File: config.mk
export PLATFORM = sky130hd
export DESIGN_NAME = seg_display_scan
export DESIGN_NICKNAME = d
export VERILOG_FILES = /design/src/rtl/seg_display_pkg.sv /design/src/rtl/seg_display_scan_bin2bcd_seq.sv /design/src/rtl/seg_display_scan.sv
export SDC_FILE = /design/constraint.sdc
export NUM_CORES = 1
export LEC_CHECK = 0
export ABC_AREA = 1
export CORE_UTILIZATION = 45
export DETAILED_ROUTE_END_ITERATION = 16
export PLACE_DENSITY = 0.6
export SETUP_SLACK_MARGIN = 0.3
export SLEW_MARGIN = 20
export SYNTH_ARGS = -nofsm -noshare
export SYNTH_HDL_FRONTEND = slang
export SYNTH_HIERARCHICAL = 1
export SYNTH_SLANG_ARGS = --single-unit
File: constraint.sdc
create_clock -name clk -period 3.11 [get_ports clk]
set_input_delay 0.311 -clock clk [delete_from_list [all_inputs] [get_ports clk]]
set_output_delay 0.311 -clock clk [all_outputs]
set_load 0.01 [all_outputs]
File: src/rtl/seg_display_pkg.sv
// Shared definitions for the multiplexed 7-segment scanner: glyph patterns
// (bit0..6 = a..g, bit7 = dp, active-high), converter states, nibble-to-glyph lookup.
package seg_display_pkg;

    localparam logic [7:0] SEG_0     = 8'h3F;
    localparam logic [7:0] SEG_1     = 8'h06;
    localparam logic [7:0] SEG_2     = 8'h5B;
    localparam logic [7:0] SEG_3     = 8'h4F;
    localparam logic [7:0] SEG_4     = 8'h66;
    localparam logic [7:0] SEG_5     = 8'h6D;
    localparam logic [7:0] SEG_6     = 8'h7D;
    localparam logic [7:0] SEG_7     = 8'h07;
    localparam logic [7:0] SEG_8     = 8'h7F;
    localparam logic [7:0] SEG_9     = 8'h6F;
    localparam logic [7:0] SEG_A     = 8'h77;
    localparam logic [7:0] SEG_B     = 8'h7C;
    localparam logic [7:0] SEG_C     = 8'h39;
    localparam logic [7:0] SEG_D     = 8'h5E;
    localparam logic [7:0] SEG_E     = 8'h79;
    localparam logic [7:0] SEG_F     = 8'h71;
    localparam logic [7:0] SEG_MINUS = 8'h40;
    localparam logic [7:0] SEG_BLANK = 8'h00;

    typedef enum logic [1:0] {
        CONV_IDLE,
        CONV_LOAD,
        CONV_SHIFT,
        CONV_DONE
    } conv_state_e;

    function automatic logic [7:0] glyph(input logic [3:0] nibble);
        case (nibble)
            4'h0:    return SEG_0;
            4'h1:    return SEG_1;
            4'h2:    return SEG_2;
            4'h3:    return SEG_3;
            4'h4:    return SEG_4;
            4'h5:    return SEG_5;
            4'h6:    return SEG_6;
            4'h7:    return SEG_7;
            4'h8:    return SEG_8;
            4'h9:    return SEG_9;
            4'hA:    return SEG_A;
            4'hB:    return SEG_B;
            4'hC:    return SEG_C;
            4'hD:    return SEG_D;
            4'hE:    return SEG_E;
            default: return SEG_F;
        endcase
    endfunction

endpackage

File: src/rtl/seg_display_scan_bin2bcd_seq.sv
// Sequential double-dabble converter: one shift per cycle, optional two's-complement
// magnitude, overflow when the result needs more than DIGITS decimal digits.
module bin2bcd_seq
    import seg_display_pkg::*;
#(
    parameter int DATA_W = 14,
    parameter int DIGITS = 4
) (
    input  logic                clk,
    input  logic                rst_n,
    input  logic                start,
    input  logic                is_signed,
    input  logic [DATA_W-1:0]   bin,
    output logic                busy,
    output logic                done,
    output logic                neg,
    output logic [4*DIGITS-1:0] bcd,
    output logic                ovf
);

    // Every 3 binary bits add at most one decimal digit (2^3 < 10).
    localparam int BCD_RAW = (DATA_W + 2) / 3;
    localparam int BCD_N   = (BCD_RAW > DIGITS) ? BCD_RAW : DIGITS;
    localparam int CNT_W   = $clog2(DATA_W);

    conv_state_e          state_q, state_d;
    logic [DATA_W-1:0]    mag_q, mag_d;
    logic [4*BCD_N-1:0]   acc_q, acc_d, adj;
    logic [CNT_W-1:0]     cnt_q, cnt_d;
    logic                 neg_q, neg_d;

    always_comb begin
        for (int i = 0; i < BCD_N; i++) begin
            adj[4*i +: 4] = (acc_q[4*i +: 4] >= 4'd5) ? acc_q[4*i +: 4] + 4'd3 : acc_q[4*i +: 4];
        end
    end

    always_comb begin
        // NOTE: hold-value defaults first so no path leaves a variable unassigned (no latches).
        state_d = state_q;
        mag_d   = mag_q;
        acc_d   = acc_q;
        cnt_d   = cnt_q;
        neg_d   = neg_q;
        unique case (state_q)
            CONV_IDLE: if (start) state_d = CONV_LOAD;
            CONV_LOAD: begin
                // The most negative input negates to itself, which is its correct unsigned magnitude.
                neg_d   = is_signed & bin[DATA_W-1];
                mag_d   = neg_d ? -bin : bin;
                acc_d   = '0;
                cnt_d   = '0;
                state_d = CONV_SHIFT;
            end
            CONV_SHIFT: begin
                acc_d = {adj[4*BCD_N-2:0], mag_q[DATA_W-1]};
                mag_d = {mag_q[DATA_W-2:0], 1'b0};
                cnt_d = cnt_q + CNT_W'(1);
                if (cnt_q == CNT_W'(DATA_W - 1)) state_d = CONV_DONE;
            end
            CONV_DONE: state_d = CONV_IDLE;
            default:   state_d = CONV_IDLE;
        endcase
    end

    // NOTE: sequential state uses non-blocking assignments so all registers sample together.
    always_ff @(posedge clk or negedge rst_n) begin
        if (!rst_n) begin
            state_q <= CONV_IDLE;
            mag_q   <= '0;
            acc_q   <= '0;
            cnt_q   <= '0;
            neg_q   <= 1'b0;
        end else begin
            state_q <= state_d;
            mag_q   <= mag_d;
            acc_q   <= acc_d;
            cnt_q   <= cnt_d;
            neg_q   <= neg_d;
        end
    end

    always_comb begin
        ovf = 1'b0;
        for (int i = DIGITS; i < BCD_N; i++) ovf = ovf | (acc_q[4*i +: 4] != 4'd0);
    end

    assign busy = (state_q != CONV_IDLE);
    assign done = (state_q == CONV_DONE);
    assign neg  = neg_q;
    assign bcd  = acc_q[4*DIGITS-1:0];

endmodule

File: src/rtl/seg_display_scan.sv
// Multiplexed 7-segment scanner with per-frame value capture, signed decimal or hex display.
// Optional SEG_DISPLAY_SCAN_BRIGHTNESS_EN adds a 4-bit brightness input (PWM inside each slot).
module seg_display_scan
    import seg_display_pkg::*;
#(
    parameter int DIGITS             = 4,
    parameter int DATA_W             = 14,
    parameter int DROP_LEADING_ZEROS = 1,
    parameter int DISPLAY_AS_DEC     = 1,
    parameter int CLK_FREQ           = 50000000,
    parameter int REFRESH_HZ         = 90,
    parameter int BLANK_CYCLES       = 4,
    parameter int SEG_ACTIVE_LOW     = 0,
    parameter int DIG_ACTIVE_LOW     = 0
) (
    input  logic                     clk,
    input  logic                     rst_n,
    input  logic [DATA_W-1:0]        datain,
    input  logic                     data_signed,
    input  logic [$clog2(DIGITS):0]  decimal_place_location,
    input  logic                     show_decimal_place,
`ifdef SEG_DISPLAY_SCAN_BRIGHTNESS_EN
    input  logic [3:0]               brightness,
`endif
    output logic [7:0]               dataout,
    output logic [DIGITS-1:0]        seg,
    output logic                     overflow
);

    localparam int DIV   = CLK_FREQ / (REFRESH_HZ * DIGITS);
    localparam int CNT_W = $clog2(DIV);
    localparam int IDX_W = $clog2(DIGITS);
    localparam int LOC_W = IDX_W + 1;
    localparam int EXT_W = (DATA_W > 4*DIGITS) ? DATA_W : 4*DIGITS;
    localparam logic [7:0]        SEG_OFF = (SEG_ACTIVE_LOW != 0) ? 8'hFF : 8'h00;
    localparam logic [DIGITS-1:0] DIG_OFF = (DIG_ACTIVE_LOW != 0) ? {DIGITS{1'b1}} : {DIGITS{1'b0}};

    if (DIV < DATA_W + 4 + BLANK_CYCLES) begin : g_div_too_small
        $error("seg_display_scan: slot too short for conversion plus blanking");
    end

    function automatic logic [LOC_W-1:0] msd_of(input logic [4*DIGITS-1:0] d);
        msd_of = '0;
        for (int i = 1; i < DIGITS; i++) if (d[4*i +: 4] != 4'd0) msd_of = LOC_W'(i);
    endfunction

    function automatic int lead_of(input logic [LOC_W-1:0] msd, input logic [LOC_W-1:0] loc,
                                   input logic show);
        return (show && loc > msd) ? int'(loc) : int'(msd);
    endfunction

    logic [CNT_W-1:0]    div_q, div_d;
    logic [IDX_W-1:0]    idx_q, idx_d;
    logic                tick, wrap;
    logic [DATA_W-1:0]   frame_data_q;
    logic                frame_signed_q, frame_show_q;
    logic [LOC_W-1:0]    frame_loc_q;
    logic [4*DIGITS-1:0] shadow_q, shadow_d;
    logic                neg_q, neg_d, ovf_q, ovf_d;
    logic [LOC_W-1:0]    msd_q, msd_d;
    logic [7:0]          dataout_q, dataout_d, glyph_raw;
    logic [DIGITS-1:0]   seg_q, seg_d;
    logic                dig_on;
    int                  lead;
    logic [EXT_W-1:0]    hex_ext;
    logic [4*DIGITS-1:0] hex_nib;
    logic                conv_done, conv_neg, conv_ovf;
    logic [4*DIGITS-1:0] conv_bcd;

    assign tick    = (div_q == CNT_W'(DIV - 1));
    assign wrap    = tick && (idx_q == IDX_W'(DIGITS - 1));
    assign div_d   = tick ? '0 : div_q + CNT_W'(1);
    assign idx_d   = !tick ? idx_q : (wrap ? '0 : idx_q + IDX_W'(1));
    assign hex_ext = EXT_W'(datain);
    assign hex_nib = hex_ext[4*DIGITS-1:0];

    if (DISPLAY_AS_DEC != 0) begin : g_dec
        logic conv_busy;
        bin2bcd_seq #(.DATA_W(DATA_W), .DIGITS(DIGITS)) u_conv (
            .clk       (clk),
            .rst_n     (rst_n),
            .start     (wrap && !conv_busy),
            .is_signed (frame_signed_q),
            .bin       (frame_data_q),
            .busy      (conv_busy),
            .done      (conv_done),
            .neg       (conv_neg),
            .bcd       (conv_bcd),
            .ovf       (conv_ovf)
        );
    end else begin : g_hex
        assign conv_done = 1'b0;
        assign conv_neg  = 1'b0;
        assign conv_ovf  = 1'b0;
        assign conv_bcd  = '0;
    end

    // Shadow digits change only at conversion end (or frame start in hex), so frames never tear.
    always_comb begin
        shadow_d = shadow_q;
        neg_d    = neg_q;
        msd_d    = msd_q;
        ovf_d    = ovf_q;
        if (DISPLAY_AS_DEC != 0) begin
            if (conv_done) begin
                shadow_d = conv_bcd;
                neg_d    = conv_neg;
                msd_d    = msd_of(conv_bcd);
                ovf_d    = conv_ovf ||
                           (conv_neg && lead_of(msd_d, frame_loc_q, frame_show_q) + 1 >= DIGITS);
            end
        end else if (wrap) begin
            shadow_d = hex_nib;
            neg_d    = 1'b0;
            msd_d    = msd_of(hex_nib);
            ovf_d    = 1'b0;
        end
    end

    // Outputs are computed for the next cycle's slot position so the register lands one cycle after tick.
    always_comb begin
        lead = lead_of(msd_q, frame_loc_q, frame_show_q);
        if (ovf_q) begin
            glyph_raw = SEG_MINUS;
        end else begin
            if (neg_q && int'(idx_d) == lead + 1)
                glyph_raw = SEG_MINUS;
            else if (DROP_LEADING_ZEROS != 0 && int'(idx_d) > lead)
                glyph_raw = SEG_BLANK;
            else
                glyph_raw = glyph(shadow_q[4*idx_d +: 4]);
            if (frame_show_q && frame_loc_q == {1'b0, idx_d}) glyph_raw[7] = 1'b1;
        end
    end

`ifdef SEG_DISPLAY_SCAN_BRIGHTNESS_EN
    localparam int ACTIVE = DIV - BLANK_CYCLES;
    logic [3:0] sub_phase;
    assign sub_phase = 4'(((int'(div_d) - BLANK_CYCLES) * 16) / ACTIVE);
    assign dig_on    = (div_d >= CNT_W'(BLANK_CYCLES)) && (sub_phase <= brightness);
`else
    assign dig_on    = (div_d >= CNT_W'(BLANK_CYCLES));
`endif

    assign dataout_d = glyph_raw ^ SEG_OFF;
    assign seg_d     = (dig_on ? (DIGITS'(1) << idx_d) : {DIGITS{1'b0}}) ^ DIG_OFF;

    always_ff @(posedge clk or negedge rst_n) begin
        if (!rst_n) begin
            div_q          <= '0;
            idx_q          <= '0;
            frame_data_q   <= '0;
            frame_signed_q <= 1'b0;
            frame_loc_q    <= '0;
            frame_show_q   <= 1'b0;
            shadow_q       <= '0;
            neg_q          <= 1'b0;
            msd_q          <= '0;
            ovf_q          <= 1'b0;
            dataout_q      <= SEG_OFF;
            seg_q          <= DIG_OFF;
        end else begin
            div_q     <= div_d;
            idx_q     <= idx_d;
            shadow_q  <= shadow_d;
            neg_q     <= neg_d;
            msd_q     <= msd_d;
            ovf_q     <= ovf_d;
            dataout_q <= dataout_d;
            seg_q     <= seg_d;
            if (wrap) begin
                frame_data_q   <= datain;
                frame_signed_q <= data_signed;
                frame_loc_q    <= decimal_place_location;
                frame_show_q   <= show_decimal_place;
            end
        end
    end

    assign dataout  = dataout_q;
    assign seg      = seg_q;
    assign overflow = ovf_q;

endmodule

---- After elaboration in Yosys (flattened, before gate mapping) ----
Memory sizes are Yosys's and may differ from the RTL's.
Cells that the tools add are included.
cells by class
  reductions and logical operators ........ 17
  order comparisons ....................... 10
  eq/ne operators ......................... 10
  shift operators ......................... 2
  add/subtract/negate cells ............... 11
  mux-type cells .......................... 26
  bitwise gates (word level) .............. 1
operator list
  operator                                               number
  case mux 20 bit (2 select lines)                       1
  case mux 14 bit (2 select lines)                       1
  >= comparator 4 x 3 -> 1 bit (second input constant)   6
  two-way mux 8 bit                                      3
  two-way mux 4 bit                                      5
  adder 18 x 1 -> 18 bit (second input constant)         1
  equality test 18 bit (second input constant)           1
  >= comparator 18 x 3 -> 1 bit (second input constant)  1
  two-way mux 18 bit                                     1
  two-way mux 3 bit                                      6
  adder 4 x 2 -> 4 bit (second input constant)           4
  nonzero test 4 bit                                     4
  variable part select 16 x 5 -> 4 bit                   1
  two-way mux 14 bit                                     1
  negator 14 bit                                         1
  adder 3 x 1 -> 4 bit (second input constant)           2
  two-way mux 2 bit                                      4
  case mux 2 bit (4 select lines)                        1
  case mux 4 bit (2 select lines)                        1
  logical AND 1 bit                                      7
  equality test 2 bit (second input constant)            3
  greater-than comparator 3 bit                          2
  adder 4 x 1 -> 4 bit (second input constant)           1
  equality test 2 x 4 -> 1 bit                           1
  other kinds (15)                                       18
storage, ports and cells
  word-level logic and storage cells ...... 95
  memories kept ........................... 1
  bits in read-only memories .............. 112
  flip-flop bits (word level) ............. 113
memory list
  name              depth  width  read ports  clocked after memory_dff  wr ports  line                   source
  (name not given)  16     7      1           0                         0         seg_display_pkg.sv:32  case (nibble)

---- Logic depth before layout (Yosys ltp) ----
Gate-level depths: netlist of the first run.
  word-level depth ........................ 12
  gate-level depth with buffers ........... 19

---- Cells and area by module ----
Netlist of the first run, hierarchy kept.
by module, submodules not included
  module            area an instance (µm²)  cells each  seq. area each (µm²)  instances
  seg_display_scan  3943.8                  461         1776.7                1
  bin2bcd_seq       2648.8                  332         1026.0                1

---- Least setup slack after synthesis of the first run ----
Ideal clock, no wire load.
  path type ............................... flip-flop to flip-flop
  from .................................... register div_q[0]
  to ...................................... register dataout_q[4] (netlist: dataout[4])
  setup time .............................. 121 ps
  data arrival time ....................... 2317 ps
  path buffers ............................ 1
  path slack .............................. 673 ps
  stages on the path, launching flop included .. 14
  data required time ...................... 2989 ps
  cells stage by stage .................... dfrtp_1 -> ha_1 -> nand2_2 -> nor2_2 -> nand2_2 -> nor2_8 -> nand3_4 -> nand2_8 -> buf_6 -> inv_2 -> ha_1 -> a221oi_1 -> nand3b_1 -> nor3_2
between the ends
  cells in the longest elaborated chain, start to end .. 9
ends and longest elaborated chain
  what                                  line                     source
  start, declared                       seg_display_scan.sv:52   logic [CNT_W-1:0] div_q, div_d;
  start signal, assigned                seg_display_scan.sv:163  div_q <= div_d;
  equality test 18 bit *                seg_display_scan.sv:70   assign tick = (div_q == CNT_W'(DIV - 1));
  logical AND 1 bit                     seg_display_scan.sv:71   assign wrap = tick && (idx_q == IDX_W'(DIGITS - 1));
  two-way mux 2 bit                     seg_display_scan.sv:73   assign idx_d = !tick ? idx_q : (wrap ? '0 : idx_q + IDX_W'(1));
  two-way mux 2 bit *                   seg_display_scan.sv:73
  named net idx_d[0]                    seg_display_scan.sv:53   logic [IDX_W-1:0] idx_q, idx_d;
  variable part select 16 x 5 -> 4 bit  seg_display_scan.sv:131  glyph_raw = glyph(shadow_q[4*idx_d +: 4]);
  memory read (16 x 7 bit)              --
  two-way mux 8 bit                     seg_display_scan.sv:128  else if (DROP_LEADING_ZEROS != 0 && int'(idx_d) > lead)
  two-way mux 8 bit *                   seg_display_scan.sv:126  if (neg_q && int'(idx_d) == lead + 1)
  two-way mux 8 bit *                   seg_display_scan.sv:123  if (ovf_q) begin
  named net dataout_d[4]                seg_display_scan.sv:61   logic [7:0] dataout_q, dataout_d, glyph_raw;
  end signal, assigned                  seg_display_scan.sv:169  dataout_q <= dataout_d;
  end, declared                         seg_display_scan.sv:61
The timed path passes the listed nets; every way through them passes the cells marked *.
A chain may end at the register's enable or synchronous reset.

---- Worst setup path after layout of the first run ----
  from .................................... register div_q[0]
  to ...................................... register dataout_q[6] (netlist: dataout[6])
between the ends
  cells in the longest elaborated chain, start to end .. 9
ends and longest elaborated chain
  what                                  line
  equality test 18 bit *                seg_display_scan.sv:70
  logical AND 1 bit                     seg_display_scan.sv:71
  two-way mux 2 bit                     seg_display_scan.sv:73
  two-way mux 2 bit *                   seg_display_scan.sv:73
  variable part select 16 x 5 -> 4 bit  seg_display_scan.sv:131
  memory read (16 x 7 bit)              --
  two-way mux 8 bit                     seg_display_scan.sv:128
  two-way mux 8 bit *                   seg_display_scan.sv:126
  two-way mux 8 bit *                   seg_display_scan.sv:123
  named net dataout_d[6]                seg_display_scan.sv:61
Marks and branches as above.

==> results.txt, run 1 <==
- Data on the critical path is required at its endpoint by 3.34 ns.
- The number of nets in the synthesized netlist is between 800 and 900.
* Clk sinks: 112
- After detailed placement, the design holds a cell count of roughly 980.
- Critical path's top delay family: simple AND/OR/NAND/NOR gates
- Die Y: 123.0 um
- Via count normalized by instance count: between 5 and 6
- The final-report hold violation count is 0.
* Largest area contributor in the netlist: sky130_fd_sc_hd__dfrtp_1
- The synthesized design devotes to its leading area cell type 42.51% of total area.
* Fin nets: between 800 and 900
- Data on the critical path arrives at its endpoint at 2.80 ns.
- The number of pins exceeding their max-slew limit in the final report is 0.
* First-pass DRT Iterations: 5
- Global Route Usage Sum: 19.66%
- Num rows: 43
- Result of the run: finished clean
* Number of distinct library cells after synthesis: 51
- TNS Setup: 0 ns
* Count of warnings emitted by yosys: 6
- Area of the die: about 15,000 sq um
* Buffer cell driving the clock tree root: sky130_fd_sc_hd__clkbuf_16
- Antenna Cells: 0
* H-tree depth: 3
- Peak fanout along the critical path: 18
* Vias in the first global route: a little under 5,000
* Largest stage delay on the critical path: 0.48 ns
- Number of endpoints failing setup at the final stage: 0
- The detail route stage leaves a number of antenna-violating nets equal to 0.
- Register clock-pin slew on the reported worst setup and hold paths: 0.07 ns
- Worst vdd rail ir drop: approximately 0.29 mV
- The routed design has roughly 14 mm of wire.
- The longest clock path from root to sink contains 2 buffers.
- The congestion estimate from routability-driven global placement came to a little under 0.9.
- In the synthesized netlist the async set-or-reset flop fraction comes to 100.0%.
- Dividing total power by cell area gives a power density of 386.9 nW/um^2.
- Top-level port count: 34
* Largest net degree at the start of global routing: 48
- Final HPWL DP: 10.02 mm
- Detailed Route Iter0 Violations: 280
- Measured against its own limit, the worst slew margin works out to a little under three fifths.
- Clock insertion delay at the later pin of the skew report: 0.35 ns
- TritonCTS built the clock tree.
- Critical path launch point type: flop
- Max_cap viols: 0
- Total via count in the routed design: 5,075
- Slowest CP cell: sky130_fd_sc_hd__dfrtp_1
- After detailed routing, the average wire length per cell comes to approximately 14 um.
- Across the routed clock network, the largest skew measured is around 0.0068 ns.
- Total Power Consumption: approximately 2.8 mW
- Post-layout minimum cycle time: 2.561 ns
- The total overflow left after global routing is 0.
* Antenna violations before repair: 0
* Setup Crit Path Kind: reg -> reg
- Buffers and inverters on the worst path: 1
- Counting the fill cells in the layout gives 1,327.
- For this design the static power due to leakage is around 3.5 nW.
* Post-Syn Area: 6593 sq um
- The final critical path takes up 82.36% of the cycle.
- Wire length of the first global-routing pass: 23.23 mm
- For this run, design rule violations remaining after detail routing come to 0.
- Leaving out filler cells and counting taps, the final layout contains roughly 1,000.
* Sequential element share of the synthesized area: approximately 43%
- Synthesized area per cell: 8.313 sq um
- Setup repair after global routing left no endpoint under its margin.
* Number of instances in the synthesized netlist: 793
- Number of input and output port buffers inserted: 33
- Post-synth EDFFs: 0
* Initial standard-cell utilization of the core: around 47%
- Most area-consuming cells after synthesis: sky130_fd_sc_hd__dfrtp_1 43%, sky130_fd_sc_hd__nand2_1 9.0%, sky130_fd_sc_hd__inv_1 6.5%, sky130_fd_sc_hd__ha_1 6.5%, sky130_fd_sc_hd__nand3_1 4.1%
- The total area inside the core boundary comes to about 14,000 sq um.
* Die Wd: around 120 um
* Commonest register cell after synthesis: sky130_fd_sc_hd__dfrtp_1
- After synthesis the netlist holds a flip-flop and latch count of 112.
* Slew at the pin closest to its max-slew limit: 0.6449 ns
* Inserted Clock Buffers: 9
* Fmax achieved: ~0.4 GHz
- The area growth from synthesis to layout is 10.48%.
- Share of cells above drive strength 1: 12.01%
- Ordered list of cells on the worst path: ha_1 > nand2_2 > nor2_2 > nand2_2 > nor2_8 > nand2_4 > nand2_8 > nand2_8 > nand2_1 > o21ai_2 > nand2_1 > nand2_2 > inv_1 > ha_1 > nand2_2 > nor2_1 > nor2_1 > nand2_1 > nand2_1
* Endpoint class of the critical path: flop
- Type of the tightest min-delay check: reg -> reg
-- cell usage after synthesis, types with 2 or more instances --
library cell and n:
sky130_fd_sc_hd__o21a_1 2, sky130_fd_sc_hd__buf_2 4, sky130_fd_sc_hd__nor2_2 8, sky130_fd_sc_hd__dfrtp_1 112
sky130_fd_sc_hd__buf_4 17, sky130_fd_sc_hd__nand2_2 11, sky130_fd_sc_hd__nand2_1 158, sky130_fd_sc_hd__inv_1 114
sky130_fd_sc_hd__nand4_1 9, sky130_fd_sc_hd__o21ai_0 51, sky130_fd_sc_hd__nand3b_1 5, sky130_fd_sc_hd__inv_2 8
sky130_fd_sc_hd__o21bai_1 3, sky130_fd_sc_hd__nand2_4 4, sky130_fd_sc_hd__ha_1 34, sky130_fd_sc_hd__xor2_1 18
sky130_fd_sc_hd__clkbuf_1 7, sky130_fd_sc_hd__a21oi_1 25, sky130_fd_sc_hd__a21oi_2 2, sky130_fd_sc_hd__nand3_1 54
sky130_fd_sc_hd__nor3_1 9, sky130_fd_sc_hd__or2_1 2, sky130_fd_sc_hd__mux2_2 19, sky130_fd_sc_hd__o21ai_1 5
sky130_fd_sc_hd__o211ai_1 4, sky130_fd_sc_hd__nor2_4 2, sky130_fd_sc_hd__o22ai_1 16, sky130_fd_sc_hd__nand2_8 2
sky130_fd_sc_hd__nor3_2 3, sky130_fd_sc_hd__nor2_1 54, sky130_fd_sc_hd__buf_6 5, sky130_fd_sc_hd__o21ai_2 4
sky130_fd_sc_hd__nand3_2 4
-- worst paths after layout --
check                              from               to  slack, ns  cells after the start
max                            div_q[0]       dataout[6]       0.55                     19
min                        shadow_q[12]     shadow_q[12]       0.48                      2
max reg2reg                    div_q[0]       dataout[6]       0.55                     19
min reg2reg                shadow_q[12]     shadow_q[12]       0.48                      2
max in group asynchronous         rst_n  frame_data_q[1]       1.70                      3
min in group asynchronous         rst_n         div_q[8]       0.51                      2
-- cell type report --
cell class | count | area (sq um) | share of cell area (%)
clock inverters | 5 | 58.81 | 0.8074
clock buffers | 9 | 225.2 | 3.092
well taps | 180 | 225.2 | 3.092
repair buffers | 42 | 397.9 | 5.463
inverters | 123 | 466.7 | 6.408
flip-flops and latches | 112 | 2803 | 38.48
multi-input cells | 525 | 3107 | 42.66
-- registers in the layout (all words and copies together), names as in the netlist, 3 cells and up --
name,count
dataout,8
div_q,18
frame_data_q,14
frame_loc_q,3
g_dec.u_conv/acc_q,20
g_dec.u_conv/cnt_q,4
g_dec.u_conv/mag_q,14
seg,4
shadow_q,16
-- metal layers --
metal / GRT usage (%) / vias up / share of wire (%)
met5: 0 / - / 0
met4: 6.175 / 0 / 1.5
met3: 4.566 / 12 / 3.1
met2: 33.60 / 80 / 49
met1: 24.58 / 2411 / 46
li1: - / 2572 / -
-- cell usage in the layout (no fill, tap or decap), types with 2 or more instances in the layout --
cell and n:
sky130_fd_sc_hd__nand3_1 54, sky130_fd_sc_hd__nor2_1 54, sky130_fd_sc_hd__ha_1 34, sky130_fd_sc_hd__mux2_2 19, sky130_fd_sc_hd__o22ai_1 16, sky130_fd_sc_hd__clkdlybuf4s50_1 32
sky130_fd_sc_hd__inv_1 114, sky130_fd_sc_hd__or2_1 2, sky130_fd_sc_hd__nand4_1 9, sky130_fd_sc_hd__nand2_4 4, sky130_fd_sc_hd__o21ai_0 51, sky130_fd_sc_hd__o21ai_2 4
sky130_fd_sc_hd__o211ai_1 4, sky130_fd_sc_hd__nor3_2 3, sky130_fd_sc_hd__clkbuf_16 9, sky130_fd_sc_hd__clkinvlp_4 2, sky130_fd_sc_hd__nand3b_1 5, sky130_fd_sc_hd__buf_4 9
sky130_fd_sc_hd__nand2_2 12, sky130_fd_sc_hd__a21oi_2 2, sky130_fd_sc_hd__nor3_1 9, sky130_fd_sc_hd__dfrtp_1 112, sky130_fd_sc_hd__nand3_2 4, sky130_fd_sc_hd__o21bai_1 3
sky130_fd_sc_hd__a21oi_1 25, sky130_fd_sc_hd__xor2_1 18, sky130_fd_sc_hd__nor2_2 7, sky130_fd_sc_hd__o21a_1 2, sky130_fd_sc_hd__nand2_8 2, sky130_fd_sc_hd__nand2_1 157
sky130_fd_sc_hd__o21ai_1 5, sky130_fd_sc_hd__nor2_4 3, sky130_fd_sc_hd__inv_2 8
-- power breakdown --
part,total [mW],internal (mW),switching (mW)
logic,0.175,0.0809,0.0943
clock network,1.15,0.618,0.532
registers,1.49,1.48,0.0166
total,2.82,2.18,0.643
-- metrics by stage --
stage          cell area [sq um]  utilization, %  worst slack, ns  hold WS, ns
3_5_place_dp                6960           49.38           0.5397       0.3701
5_1_grt                     7283           51.67           0.3089       0.5183
2_1_floorplan               6593               -           0.6729      0.01541
4_1_cts                     7254           51.46           0.5167       0.4802
6_report                    7283           51.67           0.5485       0.4779
3_3_place_gp                6960           49.38           0.5895       0.3676
-- tightest hold or removal path, stage by stage (launching register included) --
cell and delay, ns:
sky130_fd_sc_hd__dfrtp_1 0.35, sky130_fd_sc_hd__nand2_1 0.05, sky130_fd_sc_hd__nand2_1 0.05
-- kinds of logic after synthesis --
family	synth area share, %
simple gates	24.35
buf+inv	10.57
compound gates	10.34
flops	42.51
fa+ha+maj	6.453
xor+xnor	2.524
mux	3.245
-- what timing repair did --
item                                   CTS  global route
endpoints found under the hold margin    1             0
gates resized for setup                  0             3
hold buffers                             1             0
setup endpoints to repair                0             3
setup buffers                            0             2
Power figures use the tool's default switching activity.
==> run 2: changes to the inputs <==
--- a/config.mk
+++ b/config.mk
@@ -8,7 +8,7 @@
 export ABC_AREA = 1
 export CORE_UTILIZATION = 45
 export DETAILED_ROUTE_END_ITERATION = 16
-export PLACE_DENSITY = 0.6
+export PLACE_DENSITY = 0.62
 export SETUP_SLACK_MARGIN = 0.3
 export SLEW_MARGIN = 20
 export SYNTH_ARGS = -nofsm -noshare
==> constraint.sdc (replaced) <==
create_clock -name clk -period 2.31 [get_ports clk]
set_input_delay 0.231 -clock clk [delete_from_list [all_inputs] [get_ports clk]]
set_output_delay 0.231 -clock clk [all_outputs]
set_load 0.01 [all_outputs]
==> results.txt, run 2 (synthesis results as in run 1) <==
- Result of the run: finished with violations
- Failing checks: negative setup slack
* Die Y: 123.0 um (unchanged)
- Largest stage delay on the critical path: 0.42 ns (-0.06 ns)
- Type of the tightest min-delay check: in -> async
- In the final layout, the registers with the most flip-flops are g_dec.u_conv/acc_q x20, div_q x18, shadow_q x16.
- Total via count in the routed design: 5,444 (+7.3%)
- Share of cells above drive strength 1: 23.95% (+12 points)
- The clock transition at the register clock pins on the worst setup and hold paths after CTS came to 0.08 ns (about the same).
* Post-layout minimum cycle time: 2.315 ns (-0.2460 ns)
- In this run the worst setup path terminates at dataout[5].
- The width of the die was 123.0 um (unchanged).
* Antenna violations before repair: 0 (unchanged)
- Area growth syn-to-layout: 23.02%
* Avg WL per Cell: 14.22 um (+3.1%)
- Setup repair after global routing could not meet its margin everywhere.
- The global placement routability congestion came to 0.9658 (+9.5%).
- The fill cell instance count of the final layout is 1,262 (-4.9%).
* Final hold violation count: 0 (unchanged)
- Endpoint class of the critical path: flop
* Post-placement worst setup slack: -0.1474 ns (-0.6871 ns)
* Buffer cell driving the clock tree root: sky130_fd_sc_hd__clkbuf_16
- The path depth of the worst reg2reg path is 16 (-3).
- Critical path launch point: frame_loc_q[1]
- Slowest CP cell: sky130_fd_sc_hd__dfrtp_1
- Antenna Cells: 0 (unchanged)
* Number of buffers on the longest clock path: 2 (unchanged)
- TritonCTS clock tree: done
- The number of design-rule violations left by the first detailed-router iteration came to 322 (+15%).
- The power density relative to cell area is 470.7 nW/um^2 (+22%).
- Buffers and inverters on the worst path: 3 (+2)
- The final clock skew was 0.01097 ns (+0.004210 ns).
- The number of placed cells counting well taps came to 1,016 (+3.8%).
- H-tree depth: 3 (unchanged)
* Peak fanout along the critical path: 4 (-14)
- The worst setup path is of the reg -> reg kind.
- The count of clock tree sinks was 112 (unchanged).
- The register with the most flip-flops in the final layout is g_dec.u_conv/acc_q.
- Clock insertion delay at the later pin of the skew report: 0.36 ns (about the same)
- The number of vias per cell is 5.150 (+1.1%).
* Worst vdd rail ir drop: 0.3357 mV (+18%)
* Non-filler cells in the finished layout: 1,057 (+6.1%)
- The I/O pin count is 34 (unchanged).
- Required time of the critical path: 2.61 ns (-0.73 ns)
- Final HPWL DP: 10.75 mm (+7.3%)
- The aggregate routed wire length came to 15.03 mm (+9.4%).
* Period utilization: 100.2% (+18 points)
- The worst register-to-register path begins at frame_loc_q[1].
- The flip-flop count of the largest register, all copies and words added is 20 (unchanged).
- The maximum number of pins on one net before global-route repair came to 48 (unchanged).
- DRC violation count after routing: 0 (unchanged)
- The overall routing resource usage was 21.01% (+1.3 points).
- Worst r2r dst: dataout[5]
* Critical path launch point type: flop
* Most frequent cells in the layout: 147 x sky130_fd_sc_hd__nand2_1, 112 x sky130_fd_sc_hd__dfrtp_1, 106 x sky130_fd_sc_hd__inv_1
- Initial standard-cell utilization of the core: 46.77% (unchanged)
* Slew headroom: 69.12% (+12 points)
* Worst setup margin: -0.005460 ns (-0.5540 ns)
- First-pass DRT Iterations: 5 (unchanged)
* Slew at the pin closest to its max-slew limit: 0.4568 ns (-0.1881 ns)
- Data arrival time of the critical path: 2.61 ns (-0.19 ns)
- Max_cap viols: 0 (unchanged)
* Number of input and output port buffers inserted: 33 (unchanged)
* Pins Over Slew Limit: 0 (unchanged)
* Placeable core region: 14,100 sq um (unchanged)
- The critical path goes through ha_4 > inv_2 > nor2_2 > o21ai_2 > nand2_2 > o21a_1 > ha_2 > xnor2_2 > inv_1 > nand2_1 > inv_1 > nand4_1 > nand2_2 > nor2_4 > o21ai_1 > nor2_1.
- Number of endpoints failing setup at the final stage: 2 (+2)
- The overall power after layout was 3.818 mW (+35%).
* Congestion Overflow GR: 0 (unchanged)
* Fin nets: 927 (+6.8%)
- The number of clock buffers inserted by TritonCTS is 9 (unchanged).
- The fmax was 0.4319 GHz (+11%).
- The logic depth of the worst path, buffers included is 16 (-3).
- The cell family contributing the most delay on the critical path is simple AND/OR/NAND/NOR gates.
* Vias in the first global route: 5,243 (+5.9%)
- Num rows: 43 (unchanged)
- Static power due to leakage: 3.863 nW (+10%)
* Most common cell after layout, fill and taps aside: sky130_fd_sc_hd__nand2_1
- The final worst hold slack was 0.3643 ns (-0.1137 ns).
- The total die area was 15,140 sq um (unchanged).
- Setup slack, reg-to-reg: -0.005 ns (-0.55 ns)
* Wire length of the first global-routing pass: 24.87 mm (+7.0%)
- The number of routed nets with antenna violations came to 0 (unchanged).
## run 2: cell count changes in the layout (fill, tap and decap cells not counted), moves of 7 or more
cell / change
sky130_fd_sc_hd__buf_4: +50
sky130_fd_sc_hd__inv_1: -8
sky130_fd_sc_hd__nand2_1: -10
sky130_fd_sc_hd__nand2_2: +8
sky130_fd_sc_hd__ha_4: +7
sky130_fd_sc_hd__a21oi_1: -8
sky130_fd_sc_hd__ha_1: -9
## run 2: metal layers
metal  wire, um  share of wire, %  track usage, %
met2       7354                49           35.15
met4        278               1.8           8.509
met1       6963                46           27.26
met3        433               2.9           3.137
met5          0                 0               0
## run 2: timing repair
item,4_1_cts,5_1_grt
cloned,0,1
setup endpoints to repair,12,18
hold buffers,1,0
pin swaps,30,29
endpoints found under the hold margin,32,0
gates resized for setup,33,42
buffers inserted,7,16
## run 2: final cells by class
type                    instances  area, sq um  share of cell area, %
clock buffers                   9        225.2                  2.777
clock inverters                 7        55.05                 0.6788
inverters                     123        476.7                  5.878
multi-input cells             526         3436                  42.36
flip-flops and latches        112         2803                  34.56
well taps                     180        225.2                  2.777
repair buffers                100        889.6                  10.97
## run 2: worst min path at each step
stage / start / end / slack [ns] / cells past startpoint
after CTS: rst_n / div_q[3] / 0.38 / 2
after detailed placement: rst_n / div_q[3] / 0.22 / 1
after global placement: rst_n / div_q[3] / 0.21 / 1
after floorplan: rst_n / dataout[0] / -0.06 / 0
after global routing: rst_n / div_q[3] / 0.40 / 2
final: rst_n / div_q[3] / 0.36 / 2
## run 2: through the flow
stage / setup TNS (ns) / instance area (sq um) / utilization, %
global placement: -0.06767 / 7327 / 51.98
CTS: 0 / 7785 / 55.23
floorplan: -0.002340 / 6673 / -
finish: -0.006604 / 8110 / 57.54
detailed placement: -0.6501 / 7327 / 51.98
global route: -1.170 / 8110 / 57.54
## run 2: power by group
group	internal (mW)	leakage [nW]	switching [mW]
combinational	0.142	2.25	0.148
sequential	1.99	1.48	0.0202
clock	0.743	0.132	0.778
total	2.87	3.86	0.946
==> run 3: changes to the inputs <==
--- a/config.mk
+++ b/config.mk
@@ -8,6 +8,7 @@
 export ABC_AREA = 1
 export CORE_UTILIZATION = 45
 export DETAILED_ROUTE_END_ITERATION = 16
+export GPL_ROUTABILITY_DRIVEN = 0
 export PLACE_DENSITY = 0.62
 export SETUP_SLACK_MARGIN = 0.3
 export SLEW_MARGIN = 20
@@ -15,3 +16,4 @@
 export SYNTH_HDL_FRONTEND = slang
 export SYNTH_HIERARCHICAL = 1
 export SYNTH_SLANG_ARGS = --single-unit
+export TNS_END_PERCENT = 20
==> results.txt, run 3 (synthesis results as in run 1) <==
- The final-report hold violation count was 0 (unchanged).
- Inserted Clock Buffers: 9 (unchanged)
* Die Y: 123.0 um (unchanged)
- Type of the tightest min-delay check: in -> async
* Num rows: 43 (unchanged)
- Buffers and inverters on the worst path: 6 (+3)
- The core footprint came to 14,100 sq um (unchanged).
* Number of flip-flops under the largest register name: 20 (unchanged)
* TNS Setup: -0.04379 ns (-0.03718 ns)
* Area of the die: 15,140 sq um (unchanged)
- The number of design-rule violations left by the first detailed-router iteration came to 327 (+1.6%).
- Peak fanout along the critical path: 3 (-1)
- Portion of total power attributed to combinational logic: 7.0% (-0.6 points)
* Post-layout minimum cycle time: 2.335 ns (+0.01961 ns)
- The longest individual stage delay on the worst path is 0.38 ns (-0.04 ns).
- Post-placement worst setup slack: -0.06990 ns (+0.07746 ns)
- The relative slew slack is 71.23% (+2.1 points).
- Via count normalized by instance count: 5.126 (-0.48%)
* Most frequent cells in the layout: 148 x sky130_fd_sc_hd__nand2_1, 112 x sky130_fd_sc_hd__dfrtp_1, 110 x sky130_fd_sc_hd__inv_1
* Critical path launch point type: flop
- The largest registers in the layout are g_dec.u_conv/acc_q x20, div_q x18, shadow_q x16.
- Slew at the pin closest to its max-slew limit: 0.4316 ns (-0.02524 ns)
- The setup slack after layout is -0.02507 ns (-0.01961 ns).
- Failing checks: negative setup slack
- Global Route Usage Sum: 20.02% (-0.99 points)
* Most common cell after layout, fill and taps aside: sky130_fd_sc_hd__nand2_1
* Dpl cells: 1,011 (-0.49%)
- The number of routed nets with antenna violations was 0 (unchanged).
- The setup violation total in the final timing report is 2 (unchanged).
- Ranked by flip-flop count, first place goes to g_dec.u_conv/acc_q.
- The maximum number of pins on one net before global-route repair was 44 (-8.3%).
- Among the stages of the critical path, the cell type that occurs most often is sky130_fd_sc_hd__buf_4.
* Unrepaired setup endpoints after global routing: true
- Total wire length: 14.50 mm (-3.5%)
- Power Dens Cells: 491.3 nW/um^2 (+4.4%)
- Avg WL per Cell: 13.80 um (-3.0%)
- Area growth syn-to-layout: 20.97%
* Wire length of the first global-routing pass: 23.91 mm (-3.9%)
* Worst Hold Slack: 0.3523 ns (-0.01198 ns)
- STA classifies the critical path endpoint as a flop.
* Pins Over Slew Limit: 0 (unchanged)
* Vias in the first global route: 5,178 (-1.2%)
- Result of the run: finished with violations
- By startpoint and endpoint, the worst setup path is classified as reg -> reg.
* Antenna Cells: 0 (unchanged)
- First-pass DRT Iterations: 5 (unchanged)
- Period utilization: 101.1% (+0.85 points)
* Net switching fraction of the power: 23.22% (-1.6 points)
- The clock power share is 41.7% (+1.9 points).
- Critical path's top delay family: buffers and inverters
- Filler Cell Count: 1,262 (unchanged)
- In this run the clock root is driven by a sky130_fd_sc_hd__clkbuf_16.
* Die Wd: 123.0 um (unchanged)
- The largest individual stage delay along the critical path comes from the cell sky130_fd_sc_hd__dfrtp_1.
- Congestion Overflow GR: 0 (unchanged)
- TritonCTS clock tree: done
* Data arrival time of the critical path: 2.58 ns (-0.03 ns)
- Register clock-pin slew on the reported worst setup and hold paths: 0.07 ns (about the same)
- The number of nets at the end of the flow was 921 (-0.65%).
- Worst vdd rail ir drop: 0.3975 mV (+18%)
* Non-filler cells in the finished layout: 1,051 (-0.57%)
* Portion of total power attributed to sequential cells: 51.2% (-1.4 points)
- The final clock skew came to 0.006341 ns (-0.004627 ns).
- The critical path required time was 2.55 ns (-0.06 ns).
* Clock insertion delay at the later pin of the skew report: 0.35 ns (about the same)
- The initial standard-cell utilization of the core was 46.77% (unchanged).
- The power dissipated by switching net loads came to 0.9096 mW (-3.8%).
- Top-level port count: 34 (unchanged)
- The leakage power came to 3.852 nW (-0.27%).
- DRC violation count after routing: 0 (unchanged)
- The total via count after detailed routing is 5,387 (-1.0%).
- H-tree depth: 3 (unchanged)
- Traced cell by cell, the critical path runs through ha_1 > a21oi_2 > o21ai_2 > nand2_2 > nand2_1 > buf_4 > buf_4 > buf_4 > buf_4 > nand3_1 > nand2_1 > inv_1 > nand4_1 > buf_4 > nand3b_1 > nor3_2.
- Share of cells above drive strength 1: 22.73% (-1.2 points)
- Number of input and output port buffers inserted: 33 (unchanged)
- Clk sinks: 112 (unchanged)
- Internal Pwr Total: 3.008 mW (+4.8%)
* Number of buffers on the longest clock path: 2 (unchanged)
* Fmax achieved: 0.4283 GHz (-0.84%)
- Final HPWL DP: 10.20 mm (-5.1%)
- Antenna violations before repair: 0 (unchanged)
- Max_cap viols: 0 (unchanged)
run 3: timing repair:
item,CTS,global route
endpoints found under the hold margin,29,0
gates cloned,0,2
setup endpoints to repair,13,40
gates resized for setup,15,53
setup buffers,12,9
hold buffers,1,0
pin swaps,14,28
run 3: area by class of cell:
class                   count  area, sq um  share of cell area [%]
inverters                 123        473.0                   5.930
multi-input cells         527         3357                   42.09
repair buffers             93        804.5                   10.09
flip-flops and latches    112         2803                   35.14
well taps                 180        225.2                   2.824
clock inverters             6        73.82                  0.9256
clock buffers              10        239.0                   2.997
run 3: path summary, 6_finish.rpt:
path	start	to	slack, ns	cells past startpoint
max reg2reg	msd_q[0]	dataout[4]	-0.03	16
max in group asynchronous	rst_n	g_dec.u_conv/mag_q[12]	1.31	3
min reg2reg	shadow_q[14]	shadow_q[14]	0.47	2
max	msd_q[0]	dataout[4]	-0.03	16
min	rst_n	div_q[4]	0.35	2
min in group clk	shadow_q[14]	shadow_q[14]	0.47	2
run 3: power groups by stage:
stage               clock [mW]  sequential [mW]  combinational [mW]
floorplan                    0             2.05               0.110
global placement             0             2.05               0.238
detailed placement           0             2.05               0.243
CTS                       1.68             2.01               0.259
global route              1.75             2.01               0.308
finish                    1.63             2.01               0.276
run 3: per-layer routing:
metal	share of wire, %	global-route usage [%]	up-vias	routed length (um)
li1	-	-	2684	-
met5	0	0	-	0
met3	3.5	3.552	26	505
met4	2.0	6.250	0	292
met1	44	25.22	2571	6360
met2	51	34.83	106	7344
run 3: metrics by stage:
stage          utilization (%)  power [mW]  cell area, sq um
2_1_floorplan                -       2.159              6601
3_3_place_gp             51.23       2.284              7222
3_5_place_dp             51.23       2.290              7222
4_1_cts                  54.53       3.950              7686
5_1_grt                  56.58       4.070              7975
6_report                 56.58       3.918              7975
